File: config.mk
export PLATFORM = sky130hd
export DESIGN_NAME = hazard_scoreboard
export DESIGN_NICKNAME = d
export VERILOG_FILES = /design/src/rtl/hazard_scoreboard.sv
export SDC_FILE = /design/constraint.sdc
export NUM_CORES = 1
export LEC_CHECK = 0
export BUFFER_PORTS_ARGS = -buffer_cell sky130_fd_sc_hd__buf_4
export CORE_AREA = 10 10 72 74
export DETAILED_ROUTE_END_ITERATION = 8
export DIE_AREA = 0 0 82 84
export PLACE_DENSITY = 0.69
export SKIP_LAST_GASP = 1
export SLEW_MARGIN = 30
export SYNTH_ARGS = -nofsm -noshare
export SYNTH_HDL_FRONTEND = slang
export SYNTH_SLANG_ARGS = --single-unit
export TNS_END_PERCENT = 10
File: constraint.sdc
create_clock -name clk -period 1.75 [get_ports clk]
set_input_delay 0.35 -clock clk [delete_from_list [all_inputs] [get_ports clk]]
set_output_delay 0.35 -clock clk [all_outputs]
set_load 0.02 [all_outputs]
File: src/rtl/hazard_scoreboard.sv
// Pipeline hazard controller: tracks E/M/W destinations, drives D-stage stall and D/E forwarding selects.
// Latency: stall and forwarding selects are combinational from the scoreboard and the current D inputs.
// Backpressure: stall freezes PC and F/D and turns the instruction entering E into a bubble until the conflict clears.
//
// Ports:
//   clk, rst_n              core clock, asynchronous active-low reset
//   d_rs, d_rt              D-stage source register indices
//   d_tuse_rs, d_tuse_rt    cycles until each source is consumed (3 = unused)
//   d_a3, d_tnew            D-stage destination (0 = no write), cycles until result ready
//   d_md, d_md_div          D instr uses MDU / is div-divu (HAZARD_MDU_EN builds only)
//   stall                   freeze front end, bubble into E
//   fwd_rs_d, fwd_rt_d      D source select: 00 RF, 01 E, 10 M, 11 W
//   fwd_rs_e, fwd_rt_e      E source select: 00 D/E reg, 10 M, 11 W
//
// Build option: define HAZARD_MDU_EN to add the MDU busy counter and its stall term.
module hazard_scoreboard #(
  parameter int REG_AW   = 5,
  parameter int MULT_CYC = 5,
  parameter int DIV_CYC  = 10
) (
  input  logic              clk,
  input  logic              rst_n,
  input  logic [REG_AW-1:0] d_rs,
  input  logic [REG_AW-1:0] d_rt,
  input  logic [1:0]        d_tuse_rs,
  input  logic [1:0]        d_tuse_rt,
  input  logic [REG_AW-1:0] d_a3,
  input  logic [1:0]        d_tnew,
  input  logic              d_md,
  input  logic              d_md_div,
  output logic              stall,
  output logic [1:0]        fwd_rs_d,
  output logic [1:0]        fwd_rt_d,
  output logic [1:0]        fwd_rs_e,
  output logic [1:0]        fwd_rt_e
);

  typedef struct packed {
    logic [REG_AW-1:0] a3;
    logic [1:0]        tnew;
    logic [REG_AW-1:0] rs;
    logic [REG_AW-1:0] rt;
  } e_ent_t;

  typedef struct packed {
    logic [REG_AW-1:0] a3;
    logic [1:0]        tnew;
  } m_ent_t;

  e_ent_t            r_e;
  m_ent_t            r_m;
  // W results are always ready (tnew never exceeds 3 at D), so only the index is kept.
  logic [REG_AW-1:0] r_w_a3;
  logic              w_reg_stall;

  function automatic logic [1:0] sat_dec(input logic [1:0] t);
    return (t == 2'd0) ? 2'd0 : t - 2'd1;
  endfunction

  // $0 is hard-wired zero: it never matches, so it is never stalled on or forwarded.
  function automatic logic hit(input logic [REG_AW-1:0] r, input logic [REG_AW-1:0] a3);
    return (r != '0) && (a3 == r);
  endfunction

  function automatic logic conflict(input logic [REG_AW-1:0] r, input logic [1:0] tuse,
                                    input e_ent_t e, input m_ent_t m);
    return (hit(r, e.a3) && (tuse < e.tnew)) || (hit(r, m.a3) && (tuse < m.tnew));
  endfunction

  // Nearest producer wins even when not yet ready: falling through to an older
  // stage would hand over a stale value. The stall logic covers the not-ready case.
  function automatic logic [1:0] sel_d(input logic [REG_AW-1:0] r, input e_ent_t e,
                                       input m_ent_t m, input logic [REG_AW-1:0] w_a3);
    logic [1:0] s;
    s = 2'b00;
    if (hit(r, e.a3))      s = (e.tnew == 2'd0) ? 2'b01 : 2'b00;
    else if (hit(r, m.a3)) s = (m.tnew == 2'd0) ? 2'b10 : 2'b00;
    else if (hit(r, w_a3)) s = 2'b11;
    return s;
  endfunction

  function automatic logic [1:0] sel_e(input logic [REG_AW-1:0] r, input m_ent_t m,
                                       input logic [REG_AW-1:0] w_a3);
    logic [1:0] s;
    s = 2'b00;
    if (hit(r, m.a3))      s = (m.tnew == 2'd0) ? 2'b10 : 2'b00;
    else if (hit(r, w_a3)) s = 2'b11;
    return s;
  endfunction

  assign w_reg_stall = conflict(d_rs, d_tuse_rs, r_e, r_m) | conflict(d_rt, d_tuse_rt, r_e, r_m);

  assign fwd_rs_d = sel_d(d_rs, r_e, r_m, r_w_a3);
  assign fwd_rt_d = sel_d(d_rt, r_e, r_m, r_w_a3);
  assign fwd_rs_e = sel_e(r_e.rs, r_m, r_w_a3);
  assign fwd_rt_e = sel_e(r_e.rt, r_m, r_w_a3);

  always_ff @(posedge clk or negedge rst_n) begin
    if (!rst_n) begin
      r_e    <= '0;
      r_m    <= '0;
      r_w_a3 <= '0;
    end else begin
      r_w_a3   <= r_m.a3;
      r_m.a3   <= r_e.a3;
      r_m.tnew <= sat_dec(r_e.tnew);
      if (stall) begin
        r_e <= '0;
      end else begin
        r_e.a3   <= d_a3;
        r_e.tnew <= sat_dec(d_tnew);
        r_e.rs   <= d_rs;
        r_e.rt   <= d_rt;
      end
    end
  end

`ifdef HAZARD_MDU_EN
  localparam int MAX_CYC = (DIV_CYC > MULT_CYC) ? DIV_CYC : MULT_CYC;
  localparam int CW      = $clog2(MAX_CYC + 1);

  logic [CW-1:0] r_mdu_cnt;
  logic          w_mdu_start;

  // mult/multu/div/divu write no GPR, while mfhi/mflo do; a d_md instruction with
  // no GPR destination is taken as an MDU start. mthi/mtlo also match, which only
  // costs a conservative busy window.
  assign w_mdu_start = d_md && !stall && (d_a3 == '0);
  assign stall       = w_reg_stall | (d_md && (r_mdu_cnt != '0));

  always_ff @(posedge clk or negedge rst_n) begin
    if (!rst_n) begin
      r_mdu_cnt <= '0;
    end else if (w_mdu_start) begin
      r_mdu_cnt <= d_md_div ? CW'(DIV_CYC) : CW'(MULT_CYC);
    end else if (r_mdu_cnt != '0) begin
      r_mdu_cnt <= r_mdu_cnt - CW'(1);
    end
  end
`else
  logic w_unused_md;
  assign w_unused_md = d_md ^ d_md_div;
  assign stall       = w_reg_stall;
`endif

endmodule

Yosys cells after proc, flatten, opt, wreduce, memory -nomap -nowiden
Index checks and enable logic that the tools add are counted.

Output and inout port bits: 9. Input port bits: 25. Bits in registers: 29. Word-level logic and storage cells: 62.

Reductions and logical operators: 23. Bitwise gates (word level): 1. Equal/unequal tests: 10. Muxes and demuxes: 15. Add/sub/neg operators: 2. Order comparisons: 4.

Operators by type and width (count): == test 5 bit (10); 2-to-1 mux 2 bit (13); nonzero test 5 bit (4); 2-to-1 mux 17 bit (1); logical AND 1 bit (14); < comparator 2 bit (4); zero test 2 bit (3); subtractor 2 x 1 -> 2 bit (second input constant) (2); logical OR 1 bit (2); 2-to-1 mux 1 bit (1); bitwise OR 1 bit (1).

Depth between registers and ports, before layout
Gate-level depths: netlist (run 1).

Depth in word-level cells: 6. Mapped depth: 8. Depth with buffers taken out: 6.

Worst setup path after synthesis (run 1)
No wires, ideal clock.

Path kind: register to output. Start point: register r_e[11] (netlist name). End point: output stall. Path buffers: 2. Slack: -0.114 ns. Arrival: 1.514 ns. Cell stages (with the launch flop): 9. Path through: dfrtp_1 > inv_1 > ha_1 > a221oi_1 > nand3_1 > and4_1 > buf_6 > buf_6 > inv_2.

Cells in the longest elaborated chain, start to end: 4. Elaborated cells between the ends (all ways): 7. Classes of those cells: order compare (2); bitwise (1); reduce/logical (4).

RTL lines: from (decl) (RTL line 50) `e_ent_t r_e;`; < comparator 2 bit (RTL line 67) `return (hit(r, e.a3) && (tuse < e.tnew)) || (hit(r, m.a3) && (tuse < m.tnew));`; logical AND 1 bit (RTL line 67); logical OR 1 bit (RTL line 67); bitwise OR 1 bit * (RTL line 91) `assign w_reg_stall = conflict(d_rs, d_tuse_rs, r_e, r_m) | conflict(d_rt, d_tuse_rt, r_e, r_m);`; to (decl) (RTL line 31) `output logic stall,`.

Mark *: on every way between the ends. The rest lies on a longest branch, timed or not.

Worst setup path after layout (run 1)
Start point: register r_m[5] (netlist name). End point: output fwd_rs_e[1].

Cells in the longest elaborated chain, start to end: 3.

RTL lines: from (decl) (RTL line 51) `m_ent_t r_m;`; == test 5 bit (RTL line 62) `return (r != '0) && (a3 == r);`; logical AND 1 bit (RTL line 62); 2-to-1 mux 2 bit (RTL line 86) `if (hit(r, m.a3)) s = (m.tnew == 2'd0) ? 2'b10 : 2'b00;`; to (decl) (RTL line 34) `output logic [1:0] fwd_rs_e,`.

Every way passes these cells.

==> metrics.txt, run 1 <==
GRT met1 Usage 14.5%; drt via density slightly above 5; Max Slew Vio Count 0; final worst clock skew 0.00858 ns; Die Span X around 80 um; unrepaired setup endpoints after global routing true; Sequential Power Share between 40% and 50%; initial antenna violation count 0; Crit path arrival time 1.83 ns; Lkg Pwr between 1 and 1.5 nW; initial core utilization 46.0%; TritonRoute pass-1 iters 4; setup violators final 26; Slew @ Worst Pin 0.367 ns; maximum net fanout on the critical path 5; #FFs+latches synth 29; peak supply drop 0.498 mV; nets 275; Max H-tree Level 2; Final WS setup -0.430 ns; P per Cell Area 738 mW/mm^2; Hold Crit Class primary input to flip-flop; clock latency on the worst-skew pair 0.28 ns; Clk network pwr share 29.2%; Synth Net Count 203; Root Buffer clkbuf_8; CTS tree done; GRT overflow 0; FF/Latch Area 733 sq um; total track usage 14.8%; Mean Syn Cell Area 10.2 sq um; sequential share of the synthesized area 40.9%; Post-Route WL 4.77 mm; Rows 23; clock sinks 29; CP Capture Type output pin; slew margin rel. 75.5%; Int Pwr approximately 1.3 mW; CP Class flip-flop to output pin; post-route setup TNS -3.84 ns; Core Region roughly 0.0039 sq mm; Synth Area in XOR/XNOR between 20% and 30%; Post-Syn Area around 0.0018 sq mm; Die H about 84 um; area grow syn2layout 44.3%; Non-Filler Instances 296; Routed WL per cell 16.1 um; Synth Warn # 0; largest family of logic cells by synthesized area XOR/XNOR gates; Fmax achieved about 460 MHz; Critical Path RT 1.40 ns; Distinct cells, synth 28; IO buf count 31; Ports 34; first-pass GRT wire length 7.89 mm; multi-input logic area 0.00111 sq mm; switching power between 0.5 and 0.6 mW; CP startpoint kind flip-flop; grt met2 use 27.2%; largest net degree at the start of global routing 30; grt peak-use layer met2; Final Hold Viols 0; multiplexer area fraction after synthesis 0.564%; outcome finished with violations; DRT iter0 DRCs 38; sw frac 29.5%; minimum clock period 2.18 ns; combinational share of power 28.1%; post-synthesis adder-cell area fraction 2.82%; DP HPWL 3.67 mm; layout cell share with drive strength beyond 1 a little over two fifths; post-synthesis simple-gate area fraction 22.9%; placed cell count between 200 and 300; total power 1.89 mW; # diodes 0; post-route ant nets 0; M3 GR Usage 4.74%; Synth Area in Compound Gates roughly 5.8%; violated checks setup timing; total CTS buffers 5; die area 0.00689 sq mm; maxcap violations 0; post-synthesis cell count 174; FILL cells 325; vias 1501; clk slew on worst S/H paths 0.06 ns; # DRC 0; Placer Congestion 0.842; Final Cycle Share 125%; Clock Tree Buf Depth 2; number of global-route vias before repair 1668
[worst max-delay path, cell delays in order, from the launching register on]
cell and delay (ns):
dfrtp_2 0.48, buf_4 0.17, xnor2_2 0.14, nand3_1 0.12
o2111a_1 0.26, or2_4 0.25, buf_6 0.13
[logic make-up after synthesis]
logic type,after synthesis
buffers and inverters,7
AND/OR/NAND/NOR,71
adder cells (fa/ha/maj),4
multiplexers,1
flip-flops,29
AO/OA/AOI/OAI,12
XOR/XNOR,50
[per-stage QoR]
stage               util (%)  area (sq um)  setup slack [ns]  hold slack [ns]
global placement        59.9          2310            -0.185            0.287
detailed placement      59.9          2310            -0.197            0.295
CTS                     65.4          2520            -0.426            0.271
global route            66.4          2560            -0.500            0.265
floorplan                  -          1800           -0.0393           0.0544
finish                  66.4          2560            -0.430            0.273
[sequential cells by signal, indices dropped and copies added, names as in the netlist]
signal and count:
r_m 7, r_e 17, r_w_a3 5
[layer usage]
metal  share of wire, %  routed length [um]
met5                  0                   0
met1                 38                1790
met3                4.5                 216
met4                3.5                 168
met2                 54                2600
[path summary, 6_finish.rpt]
check | start | to | slack, ns | cells after the start
min reg2reg | r_e[12] | r_m[2] | 0.46 | 0
max reg2reg | r_m[6] | r_e[7] | -0.05 | 7
min | d_a3[3] | r_e[15] | 0.27 | 2
max in group asynchronous | rst_n | r_w_a3[3] | 0.92 | 2
max | r_m[5] | fwd_rs_e[1] | -0.43 | 6
min in group asynchronous | rst_n | r_m[0] | 0.52 | 2
[power by group through the flow]
stage / combinational [mW] / clock [mW] / sequential [mW]
floorplan: 0.260 / 0 / 0.790
global placement: 0.453 / 0 / 0.809
detailed placement: 0.472 / 0 / 0.811
CTS: 0.521 / 0.560 / 0.805
global route: 0.581 / 0.595 / 0.813
finish: 0.531 / 0.551 / 0.806
[cells in the final DEF, fill, tap and decap left out, drive strengths merged, types with 4 or more instances in the layout]
cell,synthesis,routed
clkbuf,0,7
xor2,30,30
buf,2,66
nand2b,4,4
dfrtp,29,29
nor3,8,8
inv,5,5
xnor2,20,20
ha,4,4
and2,17,17
nand3,8,8
nor2,11,11
nand2,10,10
[cells in the mapped netlist, drive strengths merged]
| cell | number | share of area, % |
|---|---|---|
| a211oi | 2 | 0.85 |
| a21oi | 3 | 0.85 |
| a221oi | 3 | 1.8 |
| a31o | 2 | 0.99 |
| and2 | 17 | 6.0 |
| and3 | 2 | 0.71 |
| and3b | 2 | 0.99 |
| and4 | 1 | 0.49 |
| buf | 2 | 1.3 |
| dfrtp | 29 | 41 |
| ha | 4 | 2.8 |
| inv | 5 | 1.1 |
| mux2i | 1 | 0.56 |
| nand2 | 10 | 2.1 |
| nand2b | 4 | 1.4 |
| nand3 | 8 | 2.3 |
| nand4 | 1 | 0.35 |
| nor2 | 11 | 2.3 |
| nor3 | 8 | 2.8 |
| nor4 | 2 | 1.4 |
| nor4b | 2 | 0.99 |
| o2111a | 2 | 1.3 |
| or2 | 3 | 1.1 |
| xnor2 | 20 | 9.9 |
| xor2 | 30 | 15 |
[repair_timing]
item | 4_1_cts | 5_1_grt
pin swaps | 16 | 9
hold endpoints to repair | 14 | 0
setup buffers | 2 | 1
endpoints found under the setup margin | 26 | 26
hold buffers | 1 | 0
resized for setup | 24 | 8
[area by class of cell]
cell class	count	area share [%]
Timing Repair Buffer	67	21.1
Multi-Input combinational cell	138	43.5
Clock buffer	7	3.37
Inverter	5	0.929
Sequential cell	29	28.6
Tap cell	50	2.44
(Power assumes the default switching activity.)
==> run 2, diff against run 1 <==
--- a/config.mk
+++ b/config.mk
@@ -5,11 +5,12 @@
 export SDC_FILE = /design/constraint.sdc
 export NUM_CORES = 1
 export LEC_CHECK = 0
+export ABC_AREA = 1
 export BUFFER_PORTS_ARGS = -buffer_cell sky130_fd_sc_hd__buf_4
-export CORE_AREA = 10 10 72 74
+export CORE_AREA = 2 2 67 69
 export DETAILED_ROUTE_END_ITERATION = 8
-export DIE_AREA = 0 0 82 84
-export PLACE_DENSITY = 0.69
+export DIE_AREA = 0 0 69 71
+export PLACE_DENSITY = 0.7
 export SKIP_LAST_GASP = 1
 export SLEW_MARGIN = 30
 export SYNTH_ARGS = -nofsm -noshare
==> run 2 against run 1 <==
  * The run still ends with setup timing left
  * Critical path type unchanged
  * Sequential share of layout area increased by 0.88 points
  * Flip-flop and latch count unchanged
  * Count of clock-buffer cells in the layout unchanged
  * Clock power decreased by 2%
  * Combinational power decreased by 12%
  * Final cell count increased by 14%
  * First-iteration DRC count decreased by 18%
  * Setup slack improved by 0.24 ns
  * Worst hold slack improved by 0.021 ns
==> metrics.txt, run 2 <==
outcome finished with violations; violated checks setup timing; sequential share of the synthesized area a little over a third; Slew @ Worst Pin 0.357 ns; Routed WL per cell 12.5 um; Yosys top cell area share a little over a third; area grow syn2layout 24.1%; Die H 71 um; DRT iter0 DRCs 31; final worst clock skew 0.00611 ns; Non-Filler Instances between 300 and 400; WHS around 0.3 ns; post-route ant nets 0; number of synthesized flops with an enable pin 0; Die Span X approximately 70 um; TritonRoute pass-1 iters 4; Reg with most FFs r_e; # DRC 0; commonest non-fill, non-tap cells in the layout 55 x nand2_1, 39 x buf_4, 28 x xnor2_1; Final Cycle Share 111%; synth cell count leaders 57 x nand2_1, 33 x xnor2_1, 29 x dfrtp_1; layout cell share with drive strength beyond 1 37.9%; #FFs+latches synth 29; Synth Warn # 0; peak supply drop 0.561 mV; Max Slew Vio Count 0; Placer Congestion 0.820; total CTS buffers 5; setup violators final 9; main flop type after synthesis dfrtp_1; Distinct cells, synth 26; vias 1602; total track usage 18.3%; Ports 34; Core Region 0.00420 sq mm; Rows 24; Critical Path RT 1.40 ns; CP startpoint kind flip-flop; Mean Syn Cell Area between 8 and 9 sq um; minimum clock period 1.94 ns; drt via density 4.75; Final WS setup -0.187 ns; CP Class flip-flop to output pin; Synth area leaders dfrtp_1 36%, xnor2_1 14%, nand2_1 11%, nor3_2 5.0%, inv_1 4.7%; maxcap violations 0; first-pass GRT wire length 6.96 mm; Yosys top cell by area dfrtp_1; placed cell count 325; clock sinks 29; Root Buffer clkbuf_8; largest net degree at the start of global routing 30; Lkg Pwr around 1.2 nW; P per Cell Area 724 mW/mm^2; clk slew on worst S/H paths ~0.05 ns; Hold Crit Class primary input to flip-flop; IO buf count 31; slew margin rel. between 70 and 80%; max FFs per register 17; initial core utilization 47.9%; Clock Tree Buf Depth 2; number of global-route vias before repair 1503; Synth Net Count approximately 270; maximum net fanout on the critical path 6; Async S/R FF share, synth 100%; CP Capture Type output pin; Max H-tree Level 2; Post-Route WL about 4.2 mm; # diodes 0; Post-Syn Area between 0.002 and 0.0025 sq mm; post-synthesis cell count ~240; clock latency on the worst-skew pair 0.28 ns; largest registers r_e (17), r_m (7), r_w_a3 (5); commonest non-fill, non-tap cell in the layout nand2_1; nets 314; DP HPWL roughly 3.3 mm; GRT overflow 0; unrepaired setup endpoints after global routing true; initial antenna violation count 0; Crit path arrival time 1.59 ns; die area 0.00490 sq mm; Fmax achieved 516 MHz; most numerous cell in the Yosys netlist nand2_1; Final Hold Viols 0; CTS tree done
[run 2: area by class of cell]
class,count,area (sq um)
flip-flops and latches,29,737
inverters,36,135
well taps,52,65.1
fillers,381,1710
repair buffers,42,325
multi-input cells,171,1150
clock buffers,7,86.3
[run 2: routing by layer]
metal	track usage (%)	up-vias	wire length, um
met2	31.4	30	2110
met3	4.84	12	151
met5	0	-	0
met4	8.28	0	127
li1	-	840	-
met1	21.7	720	1830
[run 2: metrics by stage]
stage                     setup TNS, ns  util, %  setup WS (ns)  power, mW  cell area (sq um)
after global placement                0     54.3         0.0254       1.22               2280
after detailed placement              0     54.3         0.0318       1.23               2280
after global routing              -2.28     59.4         -0.294       1.92               2500
final                             -1.38     59.4         -0.187       1.81               2500
after floorplan                 -0.0195        -        -0.0195       1.08               2010
after CTS                         -1.45     57.1         -0.188       1.80               2400
[run 2: what timing repair did]
item | 4_1_cts | 5_1_grt
hold endpoints to repair | 29 | 0
pin swaps | 4 | 13
hold buffers | 1 | 0
gates resized for setup | 11 | 19
buffers inserted | 0 | 4
endpoints found under the setup margin | 9 | 9
[run 2: critical path: stages (launching register included)]
cell and delay, ns:
dfrtp_2 0.46, buf_4 0.16, xor2_1 0.15, nor3_1 0.17
nand2_1 0.09, nand2_1 0.08, o21ai_1 0.06, buf_4 0.15
[run 2: cells by family (layout without fill, tap and decap cells)]
group	count (synthesis)	after routing	share of synthesized area, %
AND/OR/NAND/NOR	118	118	31.3
flip-flops	29	29	36.1
adder cells (fa/ha/maj)	4	4	2.49
AO/OA/AOI/OAI	8	8	1.99
buffers and inverters	44	85	10.3
XOR/XNOR	41	41	17.8
[run 2: power breakdown]
group / switching (mW) / internal [mW]
registers: 0.0757 / 0.724
logic: 0.232 / 0.235
clock network: 0.231 / 0.311
[run 2: worst paths after layout]
| check | from | endpoint | cells after the start | slack, ns |
|---|---|---|---|---|
| setup / recovery | r_m[6] | fwd_rs_e[1] | 7 | -0.19 |
| hold / removal | d_a3[3] | r_e[15] | 3 | 0.29 |
| min in group asynchronous | rst_n | r_m[5] | 2 | 0.52 |
| setup reg to reg | r_m[6] | r_e[13] | 10 | 0.16 |
| hold reg to reg | r_e[13] | r_m[3] | 0 | 0.44 |
| max in group asynchronous | rst_n | r_m[4] | 2 | 0.94 |
==> run 3, diff against run 2 <==
--- a/config.mk
+++ b/config.mk
@@ -10,9 +10,9 @@
 export CORE_AREA = 2 2 67 69
 export DETAILED_ROUTE_END_ITERATION = 8
 export DIE_AREA = 0 0 69 71
-export PLACE_DENSITY = 0.7
+export PLACE_DENSITY_LB_ADDON = 0.1
 export SKIP_LAST_GASP = 1
-export SLEW_MARGIN = 30
+export SLEW_MARGIN = 20
 export SYNTH_ARGS = -nofsm -noshare
 export SYNTH_HDL_FRONTEND = slang
 export SYNTH_SLANG_ARGS = --single-unit
==> run 3 against run 2 <==
  * The run still ends with setup timing left
  * Combinational power shrank 3%
  * Clock skew is essentially flat
  * Final cell count decreased by 1.5%
  * Setup slack gained 0.043 ns
==> metrics.txt, run 3 (synthesis results as in run 2) <==
CP max stage cell dfrtp_2; hold-critical path depth 3; peak supply drop roughly 0.61 mV; setup violators final 9; commonest non-fill, non-tap cell in the layout nand2_1; clock latency on the worst-skew pair between 0.2 and 0.3 ns; commonest non-fill, non-tap cells in the layout 56 x nand2_1, 34 x buf_4, 29 x xnor2_1; vias 1566; Rows 24; CP Class flip-flop to output pin; clk slew on worst S/H paths 0.06 ns; worst-case reg-to-reg path depth 7; max FFs per register 17; Routed WL per cell roughly 13 um; IO buf count 31; total power around 1.9 mW; Final Hold Viols 0; Die Span X 69 um; unrepaired setup endpoints after global routing true; largest registers r_e (17), r_m (7), r_w_a3 (5); CP most frequent cell nand2_1; total CTS buffers 5; combinational share of power 24.4%; clock sinks 29; Post-CTS Setup Inserts 0; Max Slew Vio Count 0; Slew @ Worst Pin 0.370 ns; initial antenna violation count 0; Worst Path Buf+Inv 2; Crit path arrival time 1.54 ns; Fmax achieved 528 MHz; Clock Tree Buf Depth 2; Critical Path RT 1.40 ns; CP Capture Type output pin; CTS tree done; Root Buffer clkbuf_8; minimum clock period 1.89 ns; layout cell share with drive strength beyond 1 36.8%; Final WS setup -0.144 ns; CP startpoint kind flip-flop; Hold Crit Class primary input to flip-flop; P per Cell Area approximately 750 mW/mm^2; initial core utilization 47.9%; Int Pwr ~1.3 mW; switching power 0.553 mW; GRT overflow 0; drt via density 4.72; violated checks setup timing; largest net degree at the start of global routing 30; Core Region 0.00420 sq mm; Die H 71 um; # diodes 0; post-route ant nets 0; critical-path cell list inv_2, nand2_1, nand2_2, nor3_4, nand2_1, nor2_1, nand2_1, nand2_1, buf_6; Max H-tree Level 2; Hold EP r_e[15]; outcome finished with violations; first-pass GRT wire length 7.29 mm; Post-Route WL 4.35 mm; number of global-route vias before repair around 1500; Hold Startpoint d_a3[3]; Clk network pwr share 32.3%; Crit path max-delay family simple AND/OR/NAND/NOR gates; die area 0.00490 sq mm; nets 308; Reg with most FFs r_e; reg2reg setup slack 0.18 ns; post-route setup TNS -1.02 ns; sw frac 29.9%; DP HPWL 3.33 mm; WHS 0.292 ns; DRT iter0 DRCs 29; Largest stage delay, worst path 0.43 ns; slew margin rel. 75.4%; Sequential Power Share a little over two fifths; Lkg Pwr 1.18 nW; total track usage 19.4%; reg-to-reg critical path startpoint r_e[11]; maximum net fanout on the critical path 6; area grow syn2layout 22.5%; final worst clock skew between 0.006 and 0.007 ns; # DRC 0; TritonRoute pass-1 iters 4; worst r2r dst r_e[12]; Placer Congestion just over 0.8; Ports 34; Final Cycle Share 108%; maxcap violations 0
## run 3: cell types whose count changed in the layout (fill, tap and decap cells not counted), sizes merged
cell,change
buf,-6
clkinv,+1
## run 3: metal layers
layer  vias up  track usage (%)  share of wire, %
met4         0             6.54               1.4
met3         4             4.13               2.8
li1        824                -                 -
met5         -                0                 0
met1       713             23.3                45
met2        25             34.7                51
## run 3: area by class of cell
| type | instances | area (sq um) |
|---|---|---|
| timing repair buffer | 36 | 277 |
| multi-input combinational | 171 | 1150 |
| sequential | 29 | 734 |
| tap | 52 | 65.1 |
| clock buffer | 7 | 96.3 |
| clock inverter | 1 | 5.00 |
| fill | 429 | 1740 |
| inverter | 36 | 135 |
## run 3: through the flow
stage / utilization (%) / setup WS, ns / area [sq um] / cells
2_1_floorplan: - / -0.0195 / 2010 / 244
3_3_place_gp: 54.0 / 0.0364 / 2270 / 323
3_5_place_dp: 54.0 / 0.0199 / 2270 / 323
4_1_cts: 58.6 / -0.141 / 2460 / 332
5_1_grt: 58.6 / -0.278 / 2460 / 332
6_report: 58.6 / -0.144 / 2460 / 332
## run 3: power by group through the flow
stage	sequential (mW)	clock, mW	combinational (mW)
floorplan	0.776	0	0.309
global placement	0.805	0	0.420
detailed placement	0.806	0	0.424
CTS	0.800	0.616	0.455
global route	0.810	0.646	0.502
finish	0.801	0.597	0.452
## run 3: tightest hold or removal path, delay by kind of cell
| family | cells | cell delay, ns |
|---|---|---|
| buffers and inverters | 2 | 0.15 |
| AND/OR/NAND/NOR | 1 | 0.04 |
## run 3: what timing repair did
| action | in CTS | in global routing |
|---|---|---|
| endpoints found under the setup margin | 9 | 9 |
| resized for setup | 27 | 1 |
| hold endpoints to repair | 13 | 0 |
| hold buffers | 1 | 0 |
| pin swaps | 11 | 1 |
## run 3: worst max path at each step
stage,start,to,cells after the start
global placement,r_m[2],fwd_rs_d[0],8
global route,r_m[4],fwd_rs_d[1],8
finish,r_m[3],fwd_rs_d[1],9
detailed placement,d_tuse_rs[1],stall,6
CTS,r_m[3],fwd_rs_d[1],9
floorplan,r_m[5],fwd_rt_e[1],6
